<file path="src/rtl/parallel_bus_initiator_pkg.sv">
// Shared encodings and helpers for the strobed parallel bus initiator.
// Holds FSM states, beat kinds and slice indexing (shared with the responder).
package parallel_bus_initiator_pkg;

  typedef enum logic [2:0] {
    S_IDLE,
    S_SETUP,
    S_STROBE,
    S_HOLD,
    S_RELEASE,
    S_GAP,
    S_FINISH
  } state_e;

  localparam logic BEAT_ADDR = 1'b0;
  localparam logic BEAT_DATA = 1'b1;

  // LSB position of word slice 'slice' for a bus of 'width' bits.
  function automatic int slice_lsb(int slice, int width);
    return slice * width;
  endfunction

  function automatic int max_of(int a, int b);
    return (a > b) ? a : b;
  endfunction

endpackage

</file>
<file path="src/rtl/parallel_bus_initiator_if.sv">
// Command and bus signals of the parallel bus initiator.
// master: initiator view; slave: command source + responder view.
interface parallel_bus_initiator_if #(
  parameter int WIDTH                 = 8,
  parameter int TRANSACTIONS_PER_WORD = 2
);
  localparam int WW = WIDTH * TRANSACTIONS_PER_WORD;

  logic             start;
  logic             rw;
  logic [WIDTH-1:0] cmd_address;
  logic [WW-1:0]    cmd_write_word;
  logic             busy;
  logic             done;
  logic             error;
  logic [WW-1:0]    read_word;
  logic [WIDTH-1:0] bus_out;
  logic             bus_oe;
  logic [WIDTH-1:0] bus_in;
  logic             read;
  logic             register_select;
  logic             enable;
  logic             ack_valid;

  modport master (
    input  start, rw, cmd_address, cmd_write_word,
    input  bus_in, ack_valid,
    output busy, done, error, read_word,
    output bus_out, bus_oe, read,
    output register_select, enable
  );

  modport slave (
    output start, rw, cmd_address, cmd_write_word,
    output bus_in, ack_valid,
    input  busy, done, error, read_word,
    input  bus_out, bus_oe, read,
    input  register_select, enable
  );

endinterface

</file>
<file path="src/rtl/parallel_bus_initiator_sync.sv">
// ack_synchronizer: 2-flop synchronizer for the asynchronous ack line.
// Ports: clock_i, reset_i (sync, active-high), async_i, sync_o.
module ack_synchronizer (
  input  logic clock_i,
  input  logic reset_i,
  input  logic async_i,
  output logic sync_o
);

  logic meta_q;
  logic sync_q;

  always_ff @(posedge clock_i) begin
    if (reset_i) begin
      meta_q <= 1'b0;
      sync_q <= 1'b0;
    end else begin
      meta_q <= async_i;
      sync_q <= meta_q;
    end
  end

  assign sync_o = sync_q;

endmodule

</file>
<file path="src/rtl/parallel_bus_initiator.sv">
// parallel_bus_initiator: turns one read/write command into an address
// beat plus TRANSACTIONS_PER_WORD data beats (MS slice first).
// Ports: clock, reset (sync, active-high), bus (master modport).
// Macro PARALLEL_BUS_ACK_TIMEOUT_EN: abort with error after ACK_TIMEOUT
// cycles waiting on ack in STROBE/RELEASE; otherwise wait forever.
module parallel_bus_initiator
  import parallel_bus_initiator_pkg::*;
#(
  parameter int WIDTH                 = 8,
  parameter int TRANSACTIONS_PER_WORD = 2,
  parameter int SETUP_CYCLES          = 2,
  parameter int HOLD_CYCLES           = 4,
  parameter int GAP_CYCLES            = 2,
  parameter int ACK_TIMEOUT           = 255
) (
  input logic clock,
  input logic reset,
  parallel_bus_initiator_if.master bus
);

  localparam int T  = TRANSACTIONS_PER_WORD;
  localparam int WW = WIDTH * T;
  localparam int SW = (T > 1) ? $clog2(T) : 1;
  localparam int CW = $clog2(max_of(max_of(SETUP_CYCLES, HOLD_CYCLES),
                                    max_of(GAP_CYCLES, ACK_TIMEOUT)) + 1);
  localparam int GAP_LAST = (GAP_CYCLES > 0) ? GAP_CYCLES - 1 : 0;

  state_e           state_q, state_d;
  logic [CW-1:0]    cnt_q, cnt_d;
  logic             beat_q, beat_d;
  logic [SW-1:0]    slice_q, slice_d;
  logic             rw_q, rw_d;
  logic [WIDTH-1:0] addr_q, addr_d;
  logic [WW-1:0]    word_q, word_d;
  logic [WW-1:0]    rdata_q, rdata_d;
  logic             low_q, low_d;
  logic             ack_s;

  ack_synchronizer u_sync (
    .clock_i (clock),
    .reset_i (reset),
    .async_i (bus.ack_valid),
    .sync_o  (ack_s)
  );

`ifdef PARALLEL_BUS_ACK_TIMEOUT_EN
  logic err_q, err_d;
`endif

  always_ff @(posedge clock) begin
    if (reset) begin
      state_q <= S_IDLE;
      cnt_q   <= '0;
      beat_q  <= BEAT_ADDR;
      slice_q <= '0;
      rw_q    <= 1'b0;
      addr_q  <= '0;
      word_q  <= '0;
      rdata_q <= '0;
      low_q   <= 1'b0;
`ifdef PARALLEL_BUS_ACK_TIMEOUT_EN
      err_q   <= 1'b0;
`endif
    end else begin
      state_q <= state_d;
      cnt_q   <= cnt_d;
      beat_q  <= beat_d;
      slice_q <= slice_d;
      rw_q    <= rw_d;
      addr_q  <= addr_d;
      word_q  <= word_d;
      rdata_q <= rdata_d;
      low_q   <= low_d;
`ifdef PARALLEL_BUS_ACK_TIMEOUT_EN
      err_q   <= err_d;
`endif
    end
  end

  always_comb begin
    state_d = state_q;
    cnt_d   = cnt_q;
    beat_d  = beat_q;
    slice_d = slice_q;
    rw_d    = rw_q;
    addr_d  = addr_q;
    word_d  = word_q;
    rdata_d = rdata_q;
    low_d   = low_q;
`ifdef PARALLEL_BUS_ACK_TIMEOUT_EN
    err_d   = 1'b0;
`endif
    unique case (state_q)
      S_IDLE: begin
        if (bus.start) begin
          rw_d    = bus.rw;
          addr_d  = bus.cmd_address;
          word_d  = bus.cmd_write_word;
          beat_d  = BEAT_ADDR;
          slice_d = SW'(T - 1);
          cnt_d   = '0;
          state_d = S_SETUP;
        end
      end
      S_SETUP: begin
        if (cnt_q == CW'(SETUP_CYCLES - 1)) begin
          cnt_d   = '0;
          low_d   = 1'b0;
          state_d = S_STROBE;
        end else begin
          cnt_d = cnt_q + CW'(1);
        end
      end
      S_STROBE: begin
        // A stale high ack must drop first: only a low->high
        // seen after enable rose counts as this beat's ack.
        if (!ack_s) low_d = 1'b1;
        if (ack_s && low_q) begin
          cnt_d   = '0;
          state_d = S_HOLD;
        end else begin
`ifdef PARALLEL_BUS_ACK_TIMEOUT_EN
          if (cnt_q == CW'(ACK_TIMEOUT - 1)) begin
            cnt_d   = '0;
            err_d   = 1'b1;
            state_d = S_IDLE;
          end else begin
            cnt_d = cnt_q + CW'(1);
          end
`endif
        end
      end
      S_HOLD: begin
        if (cnt_q == CW'(HOLD_CYCLES - 1)) begin
          cnt_d   = '0;
          state_d = S_RELEASE;
          if (rw_q && beat_q == BEAT_DATA)
            rdata_d[slice_lsb(int'(slice_q), WIDTH) +: WIDTH] = bus.bus_in;
        end else begin
          cnt_d = cnt_q + CW'(1);
        end
      end
      S_RELEASE: begin
        if (!ack_s) begin
          cnt_d   = '0;
          state_d = S_GAP;
        end else begin
`ifdef PARALLEL_BUS_ACK_TIMEOUT_EN
          if (cnt_q == CW'(ACK_TIMEOUT - 1)) begin
            cnt_d   = '0;
            err_d   = 1'b1;
            state_d = S_IDLE;
          end else begin
            cnt_d = cnt_q + CW'(1);
          end
`endif
        end
      end
      S_GAP: begin
        if (cnt_q == CW'(GAP_LAST)) begin
          cnt_d = '0;
          if (beat_q == BEAT_ADDR) begin
            beat_d  = BEAT_DATA;
            state_d = S_SETUP;
          end else if (slice_q == '0) begin
            state_d = S_FINISH;
          end else begin
            slice_d = slice_q - SW'(1);
            state_d = S_SETUP;
          end
        end else begin
          cnt_d = cnt_q + CW'(1);
        end
      end
      S_FINISH: state_d = S_IDLE;
      default:  state_d = S_IDLE;
    endcase
  end

  logic is_addr;
  logic drive;
  logic in_beat;

  assign is_addr = (beat_q == BEAT_ADDR);
  assign drive   = (state_q == S_SETUP) || (state_q == S_STROBE) ||
                   (state_q == S_HOLD);
  // RELEASE/GAP keep read and register_select but never drive the
  // bus, so bus_oe is always low a cycle before read can rise.
  assign in_beat = drive || (state_q == S_RELEASE) ||
                   (state_q == S_GAP);

  assign bus.bus_oe          = drive && (is_addr || !rw_q);
  assign bus.read            = in_beat && rw_q && !is_addr;
  assign bus.register_select = in_beat && !is_addr;
  assign bus.enable          = (state_q == S_STROBE) ||
                               (state_q == S_HOLD);
  assign bus.bus_out         = !bus.bus_oe ? '0 :
                               is_addr ? addr_q :
                               word_q[slice_lsb(int'(slice_q), WIDTH) +: WIDTH];
  assign bus.busy            = (state_q != S_IDLE) &&
                               (state_q != S_FINISH);
  assign bus.done            = (state_q == S_FINISH);
  assign bus.read_word       = rdata_q;

`ifdef PARALLEL_BUS_ACK_TIMEOUT_EN
  assign bus.error = err_q;
`else
  assign bus.error = 1'b0;
`endif

endmodule

</file>
<file path="src/flat_wrapper.sv">
// flat-port wrapper written by rule: the top's interface ports become plain ports
module parallel_bus_initiator_flat import parallel_bus_initiator_pkg::*;
#(
  parameter int WIDTH                 = 8,
  parameter int TRANSACTIONS_PER_WORD = 2,
  parameter int SETUP_CYCLES          = 2,
  parameter int HOLD_CYCLES           = 4,
  parameter int GAP_CYCLES            = 2,
  parameter int ACK_TIMEOUT           = 255
)
  (clock, reset, bus_start, bus_rw, bus_cmd_address, bus_cmd_write_word, bus_bus_in, bus_ack_valid, bus_busy, bus_done, bus_error, bus_read_word, bus_bus_out, bus_bus_oe, bus_read, bus_register_select, bus_enable);
  parallel_bus_initiator_if #(.WIDTH(WIDTH), .TRANSACTIONS_PER_WORD(TRANSACTIONS_PER_WORD)) bus_i ();
  input logic clock;
  input logic reset;
  input wire logic [$bits(bus_i.start)-1:0] bus_start;
  input wire logic [$bits(bus_i.rw)-1:0] bus_rw;
  input wire logic [$bits(bus_i.cmd_address)-1:0] bus_cmd_address;
  input wire logic [$bits(bus_i.cmd_write_word)-1:0] bus_cmd_write_word;
  input wire logic [$bits(bus_i.bus_in)-1:0] bus_bus_in;
  input wire logic [$bits(bus_i.ack_valid)-1:0] bus_ack_valid;
  output wire logic [$bits(bus_i.busy)-1:0] bus_busy;
  output wire logic [$bits(bus_i.done)-1:0] bus_done;
  output wire logic [$bits(bus_i.error)-1:0] bus_error;
  output wire logic [$bits(bus_i.read_word)-1:0] bus_read_word;
  output wire logic [$bits(bus_i.bus_out)-1:0] bus_bus_out;
  output wire logic [$bits(bus_i.bus_oe)-1:0] bus_bus_oe;
  output wire logic [$bits(bus_i.read)-1:0] bus_read;
  output wire logic [$bits(bus_i.register_select)-1:0] bus_register_select;
  output wire logic [$bits(bus_i.enable)-1:0] bus_enable;
  assign bus_i.start = bus_start;
  assign bus_i.rw = bus_rw;
  assign bus_i.cmd_address = bus_cmd_address;
  assign bus_i.cmd_write_word = bus_cmd_write_word;
  assign bus_i.bus_in = bus_bus_in;
  assign bus_i.ack_valid = bus_ack_valid;
  assign bus_busy = bus_i.busy;
  assign bus_done = bus_i.done;
  assign bus_error = bus_i.error;
  assign bus_read_word = bus_i.read_word;
  assign bus_bus_out = bus_i.bus_out;
  assign bus_bus_oe = bus_i.bus_oe;
  assign bus_read = bus_i.read;
  assign bus_register_select = bus_i.register_select;
  assign bus_enable = bus_i.enable;
  parallel_bus_initiator #(.WIDTH(WIDTH), .TRANSACTIONS_PER_WORD(TRANSACTIONS_PER_WORD), .SETUP_CYCLES(SETUP_CYCLES), .HOLD_CYCLES(HOLD_CYCLES), .GAP_CYCLES(GAP_CYCLES), .ACK_TIMEOUT(ACK_TIMEOUT)) u_core (.clock(clock), .reset(reset), .bus(bus_i));
endmodule
</file>
<file path="config.mk">
export PLATFORM = sky130hd
export DESIGN_NAME = parallel_bus_initiator_flat
export DESIGN_NICKNAME = d
export VERILOG_FILES = /design/src/rtl/parallel_bus_initiator_pkg.sv /design/src/rtl/parallel_bus_initiator_if.sv /design/src/rtl/parallel_bus_initiator_sync.sv /design/src/rtl/parallel_bus_initiator.sv /design/src/flat_wrapper.sv
export SDC_FILE = /design/constraint.sdc
export NUM_CORES = 1
export LEC_CHECK = 0
export CAP_MARGIN = 5
export CORE_MARGIN = 2
export CORE_UTILIZATION = 35
export CTS_BUF_LIST = sky130_fd_sc_hd__clkbuf_16
export DETAILED_ROUTE_END_ITERATION = 10
export GPL_ROUTABILITY_DRIVEN = 0
export PLACE_DENSITY = 0.64
export SLEW_MARGIN = 5
export SYNTH_ARGS = -nofsm -noshare
export SYNTH_HDL_FRONTEND = slang
export SYNTH_HIERARCHICAL = 1
export SYNTH_SLANG_ARGS = --single-unit
</file>
<file path="constraint.sdc">
create_clock -name clock -period 2.8 [get_ports clock]
set_input_delay 0.28 -clock clock [delete_from_list [all_inputs] [get_ports clock]]
set_output_delay 0.28 -clock clock [all_outputs]
set_load 0.05 [all_outputs]
</file>
---- After elaboration in Yosys (flattened, before gate mapping) ----
Cells that the tools add are included.
word-level totals
  flip-flop bits (word level) ............. 57
  bits of input ports ..................... 37
  output and inout port bits .............. 31
  logic and storage cells ................. 91
cells by class
  add/subtract/negate cells ............... 3
  equality and inequality tests ........... 17
  shift-type cells ........................ 3
  multiplexer cells ....................... 29
  bitwise logic cells ..................... 1
  reductions and logical operators ........ 27
operators with widths
  cell                                                                     count
  8-bit two-way mux                                                        7
  8-bit one-hot mux with 5 select lines                                    1
  4-bit negator with 33-bit output                                         1
  8-bit by 33-bit variable shift with 16-bit output, first input constant  1
  8-bit by 33-bit indexed part select with 16-bit output                   1
  3-bit two-way mux                                                        8
  3-bit one-hot mux with 6 select lines                                    1
  16-bit bitwise mux                                                       1
  16-bit by 5-bit indexed part select with 8-bit output                    1
  2-bit by 1-bit inequality test with 1-bit output, second input constant  5
  3-bit equality test, second input constant                               3
  3-bit AND reduction                                                      3
  8-bit by 1-bit adder with 8-bit output, second input constant            1
  8-bit by 1-bit equality test with 1-bit output, second input constant    1
  8-bit by 2-bit equality test with 1-bit output, second input constant    1
  1-bit two-way mux                                                        8
  4-bit AND reduction                                                      2
  1-bit logical AND                                                        7
  3-bit by 2-bit equality test with 1-bit output, second input constant    2
  1-bit logical OR                                                         6
  2-bit inequality test, second input constant                             3
  1-bit one-hot mux with 2 select lines                                    3
  6-bit AND reduction                                                      1
  5-bit nonzero test                                                       1
  other kinds (10)                                                         11

---- Depth between registers and ports, before layout ----
  word-level depth ........................ 7
  depth in mapped cells ................... 6
  gate-level depth less buffers ........... 6

---- Hierarchy ----
The synthesis kept the hierarchy.
by module, submodules not included
  module                  times used  cells an instance  area each (um2)  seq. area each (um2)
  parallel_bus_initiator  1           332                2680.1           1101.1
  ack_synchronizer        1           4                  52.6             40.0

---- Worst setup path before layout ----
Ideal clock, no wire load.
  path kind ............................... register to output
  from .................................... reg u_core.state_q[0]
  to ...................................... out bus_bus_out[0]
  data arrival time ....................... 2127 ps
  required time ........................... 2520 ps
  slack ................................... 393 ps
  cell stages (with the launch flop) ...... 5
  path buffers ............................ 2
  path through ............................ dfxtp_1 buf_2 clkbuf_1 o21ai_1 a211oi_1
between the ends
  cells in the longest elaborated chain, start to end .. 5
  elaborated cells on any way between the ends .. 7
  classes of those cells .................. 3 x eq/ne; 1 x mux; 3 x reduce/logical
RTL lines
  item                                                                                                              line                           source
  start, declared                                                                                                   parallel_bus_initiator.sv:28   state_e state_q, state_d;
  start signal, assigned                                                                                            parallel_bus_initiator.sv:65   state_q <= state_d;
  3-bit by 1-bit equality test with 1-bit output or 3-bit by 2-bit equality test with 1-bit output (tied branches)  parallel_bus_initiator.sv:185  assign drive = (state_q == S_SETUP) || (state_q == S_STROBE) ||
  1-bit logical OR                                                                                                  parallel_bus_initiator.sv:185
  1-bit logical OR *                                                                                                parallel_bus_initiator.sv:185
  1-bit logical AND *                                                                                               parallel_bus_initiator.sv:192  assign bus.bus_oe = drive && (is_addr || !rw_q);
  8-bit two-way mux *                                                                                               parallel_bus_initiator.sv:197  assign bus.bus_out = !bus.bus_oe ? '0 :
  end, declared                                                                                                     flat_wrapper.sv:25             output wire logic [$bits(bus_i.bus_out)-1:0] bus_bus_out;
Every way passes the cells marked *; elsewhere a longest branch is shown, timed or not.

---- Worst setup path in the final report ----
  from .................................... reg u_core.slice_q
  to ...................................... out bus_bus_out[1]
between the ends
  cells in the longest elaborated chain, start to end .. 3
RTL lines
  item                                                   line                           source
  start, declared                                        parallel_bus_initiator.sv:31   logic [SW-1:0] slice_q, slice_d;
  start signal, assigned                                 parallel_bus_initiator.sv:68   slice_q <= slice_d;
  16-bit by 5-bit indexed part select with 8-bit output  parallel_bus_initiator.sv:199  word_q[slice_lsb(int'(slice_q), WIDTH) +: WIDTH];
  8-bit two-way mux                                      parallel_bus_initiator.sv:198  is_addr ? addr_q :
  8-bit two-way mux                                      parallel_bus_initiator.sv:197
No other way between the ends.

==> impl_metrics.json <==
{
  "outcome": "completed",
  "rsz0062_at_grt": "no",
  "hold_violations": 0,
  "crit_chain": "mux2i_1 -> a211oi_1 -> clkdlybuf4s50_1",
  "hold_slack_ns": 0.385,
  "routed_wire_length_per_instance_um": 13.8,
  "area_delta_synth_final_pct": 36.7,
  "worst-path-buf-inv": 1,
  "timing.final.max_slew_violations": 0,
  "synth.lib_cells_used.distinct": 47,
  "vias": 2532,
  "timing_worst_slew_pin_value_ns": 0.891,
  "layout_min_cycle_time_ns": 2.55,
  "post_synth_instance_area_um2": 2730,
  "postCtsHoldBufs": 0,
  "synth_ff_type": "sky130_fd_sc_hd__dfxtp_1",
  "post_cts_resize_count": 0,
  "cellLeakagePower_uw": 0.00132,
  "worstPathRequired_ns": 2.52,
  "ys.warnings.count": 6,
  "setup_ws_ns": 0.248,
  "pwr_total_uw": 2230,
  "detail_route.wirelength_um": 6920,
  "grt_start_max_net_pins": 44,
  "cts_tree": "done",
  "synth-edff-count": 0,
  "async_reset_ff_frac": 0,
  "worst_clock_skew_on_the_final_layout_ns": 0.00731,
  "std_cell_core_area_um2": 7650,
  "cts_buffers": 9,
  "clock_latency_reported_for_the_late_side_of_the_worst_skew_pair_ns": 0.32,
  "clk_root_buffer_cell": "sky130_fd_sc_hd__clkbuf_16",
  "critical_path_arrival_ns": 2.27,
  "ant_nets": 0,
  "number_of_storage_elements_in_the_synthesis_netlist": 57,
  "fin_util": 0.489,
  "min-delay-path-class": "input port to register",
  "dpl.hpwl_um": 4890,
  "clock.fmax_ghz": 0.392,
  "layout_cell_share_with_drive_strength_beyond_1": 0.0675,
  "cpPeakStageDelay_ns": 0.87,
  "synthesis.instances": 336,
  "crit_family": "buffers and inverters",
  "number_of_global_route_vias_before_repair": 2330,
  "cts_setup_buffers": 0,
  "die_x_um": 92.4,
  "critPathMaxFanout": 9,
  "max-cap-violations": 0,
  "floorplan.initialDensity": 0.357,
  "cts.reportedPaths.clkPinSlew_ns": 0.05,
  "detail_route.iter0.violations": 96,
  "critical-path-slowest-cell": "sky130_fd_sc_hd__clkdlybuf4s50_1",
  "multi_input_comb_area_um2": 1440,
  "detail_route.drc_violations": 0,
  "peakVddDrop_mv": 0.325,
  "crit_path_start_kind": "register",
  "die_y_um": 92.4,
  "route.detailed.vias_per_inst": 5.04,
  "boundaryPins": 68,
  "worst-setup-path-type": "register to primary output",
  "antenna_found_initial": 0,
  "syn_area_per_cell_um2": 8.13,
  "gr-total-overflow": 0,
  "detailedRoute.firstPassIterationCount": 4,
  "port_buf_inserts": 66,
  "powerDensity_nw_per_um2": 596,
  "seq_area_um2": 1140,
  "layout.filler_cells": 733,
  "n_antenna_cell": 0,
  "global_route_wire_length_before_repair_um": 11300,
  "timing.final.crit_share": 0.912,
  "synth_nets": 375,
  "timing.slew.headroom": 0.406,
  "gr-usage-all-layers": 0.166,
  "rows": 32,
  "synth.yosys.seq_area_share": 0.418,
  "clockBufferDepth": 2,
  "timing.setup.tns_ns": 0,
  "nets": 434,
  "cts_num_sinks": 57,
  "dp_worst_setup_slack_ns": 0.578,
  "cts_htree_levels": 3,
  "cp-end-kind": "primary output",
  "overall_die_area_um2": 8530,
  "timing.final.setup_violations": 0
}
[Yosys cell counts, types with 2 or more instances]
library cell / n / share of area
sky130_fd_sc_hd__a211oi_1: 12 / 0.033
sky130_fd_sc_hd__a21oi_1: 41 / 0.075
sky130_fd_sc_hd__a22oi_1: 2 / 0.0055
sky130_fd_sc_hd__a311oi_1: 2 / 0.0064
sky130_fd_sc_hd__and2_1: 2 / 0.0046
sky130_fd_sc_hd__and3_1: 2 / 0.0046
sky130_fd_sc_hd__and4_1: 2 / 0.0064
sky130_fd_sc_hd__buf_2: 6 / 0.011
sky130_fd_sc_hd__buf_6: 2 / 0.0082
sky130_fd_sc_hd__clkbuf_1: 15 / 0.021
sky130_fd_sc_hd__dfxtp_1: 57 / 0.42
sky130_fd_sc_hd__ha_1: 2 / 0.0092
sky130_fd_sc_hd__inv_1: 9 / 0.012
sky130_fd_sc_hd__mux2i_1: 16 / 0.059
sky130_fd_sc_hd__nand2_1: 58 / 0.080
sky130_fd_sc_hd__nand2b_1: 20 / 0.046
sky130_fd_sc_hd__nand3_1: 6 / 0.011
sky130_fd_sc_hd__nand4b_1: 8 / 0.026
sky130_fd_sc_hd__nor2_1: 18 / 0.025
sky130_fd_sc_hd__nor2b_1: 6 / 0.014
sky130_fd_sc_hd__nor3_1: 3 / 0.0055
sky130_fd_sc_hd__o21ai_0: 12 / 0.022
sky130_fd_sc_hd__o22ai_1: 4 / 0.0092
sky130_fd_sc_hd__o31ai_1: 6 / 0.016
sky130_fd_sc_hd__or3_1: 3 / 0.0069
[worst reg2reg max path, stage by stage, from the launching register on]
cell	delay, ns
sky130_fd_sc_hd__dfxtp_1	0.44
sky130_fd_sc_hd__ha_1	0.35
sky130_fd_sc_hd__and4_1	0.43
sky130_fd_sc_hd__and3_1	0.45
sky130_fd_sc_hd__mux2i_1	0.23
[metal layers]
| layer | vias up | global-route usage | part of all wire |
|---|---|---|---|
| met5 | - | 0 | 0 |
| li1 | 1296 | - | - |
| met4 | 0 | 0.0684 | 0.024 |
| met2 | 59 | 0.245 | 0.44 |
| met1 | 1165 | 0.227 | 0.49 |
| met3 | 12 | 0.0456 | 0.047 |
[final timing paths]
| kind | depth (start not counted) | to | slack, ns | from |
|---|---|---|---|---|
| worst max-delay path | 3 | bus_bus_out[1] | 0.25 | u_core/slice_q |
| worst min-delay path | 2 | u_core/state_q[1] | 0.38 | reset |
| worst max register to register | 4 | u_core/bus.read_word[12] | 0.83 | u_core/cnt_q[0] |
| worst min register to register | 2 | u_core/addr_q[0] | 0.46 | u_core/addr_q[0] |
[sequential cells by signal, indices dropped and copies added (netlist names)]
| register | count |
|---|---|
| u_core/bus.read_word | 16 |
| u_core/word_q | 16 |
| u_core/addr_q | 8 |
| u_core/cnt_q | 8 |
| u_core/state_q | 3 |
| u_core/beat_q | 1 |
| u_core/low_q | 1 |
| u_core/rw_q | 1 |
| u_core/slice_q | 1 |
| u_core/u_sync/meta_q | 1 |
| u_core/u_sync/sync_o | 1 |
[area by class of cell]
type,instances,share of cell area
sequential,57,0.305
tap,102,0.0342
multi-input combinational,245,0.385
clock inverter,7,0.0167
timing repair buffer,73,0.190
inverter,9,0.00904
clock buffer,9,0.0603
[cell families (layout without fill, tap and decap cells)]
kind of cell | Yosys count | after routing | synth area share
multiplexers | 16 | 16 | 0.0586
XOR/XNOR | 1 | 1 | 0.00321
adder cells (fa/ha/maj) | 2 | 2 | 0.00916
AO/OA/AOI/OAI | 89 | 89 | 0.197
flip-flops | 57 | 57 | 0.418
AND/OR/NAND/NOR | 136 | 136 | 0.256
buffers and inverters | 34 | 98 | 0.0563
other | 1 | 1 | 0.00137
[cells in the final DEF, fill, tap and decap left out, types with 7 or more instances in the layout]
cell / n
sky130_fd_sc_hd__clkbuf_16: 9
sky130_fd_sc_hd__a211oi_1: 12
sky130_fd_sc_hd__dfxtp_1: 57
sky130_fd_sc_hd__mux2i_1: 16
sky130_fd_sc_hd__clkdlybuf4s50_1: 65
sky130_fd_sc_hd__nor2_1: 18
sky130_fd_sc_hd__inv_1: 10
sky130_fd_sc_hd__nand2_1: 58
sky130_fd_sc_hd__nand2b_1: 20
sky130_fd_sc_hd__buf_4: 7
sky130_fd_sc_hd__nand4b_1: 8
sky130_fd_sc_hd__a21oi_1: 41
sky130_fd_sc_hd__o21ai_0: 12
[power by group]
| part | total [uW] | leakage, uW | switching [uW] | internal (uW) |
|---|---|---|---|---|
| clock | 1030 | 0.000142 | 356 | 677 |
| sequential | 882 | 0.000464 | 32.2 | 850 |
| combinational | 311 | 0.000710 | 174 | 137 |
| total | 2230 | 0.00132 | 562 | 1660 |
[metrics by stage]
step           instances  instance area, um2
3_5_place_dp         486                3450
6_report             502                3740
2_1_floorplan        336                2730
5_1_grt              502                3740
4_1_cts              502                3740
3_3_place_gp         486                3450
Power figures use the tool's default switching activity.
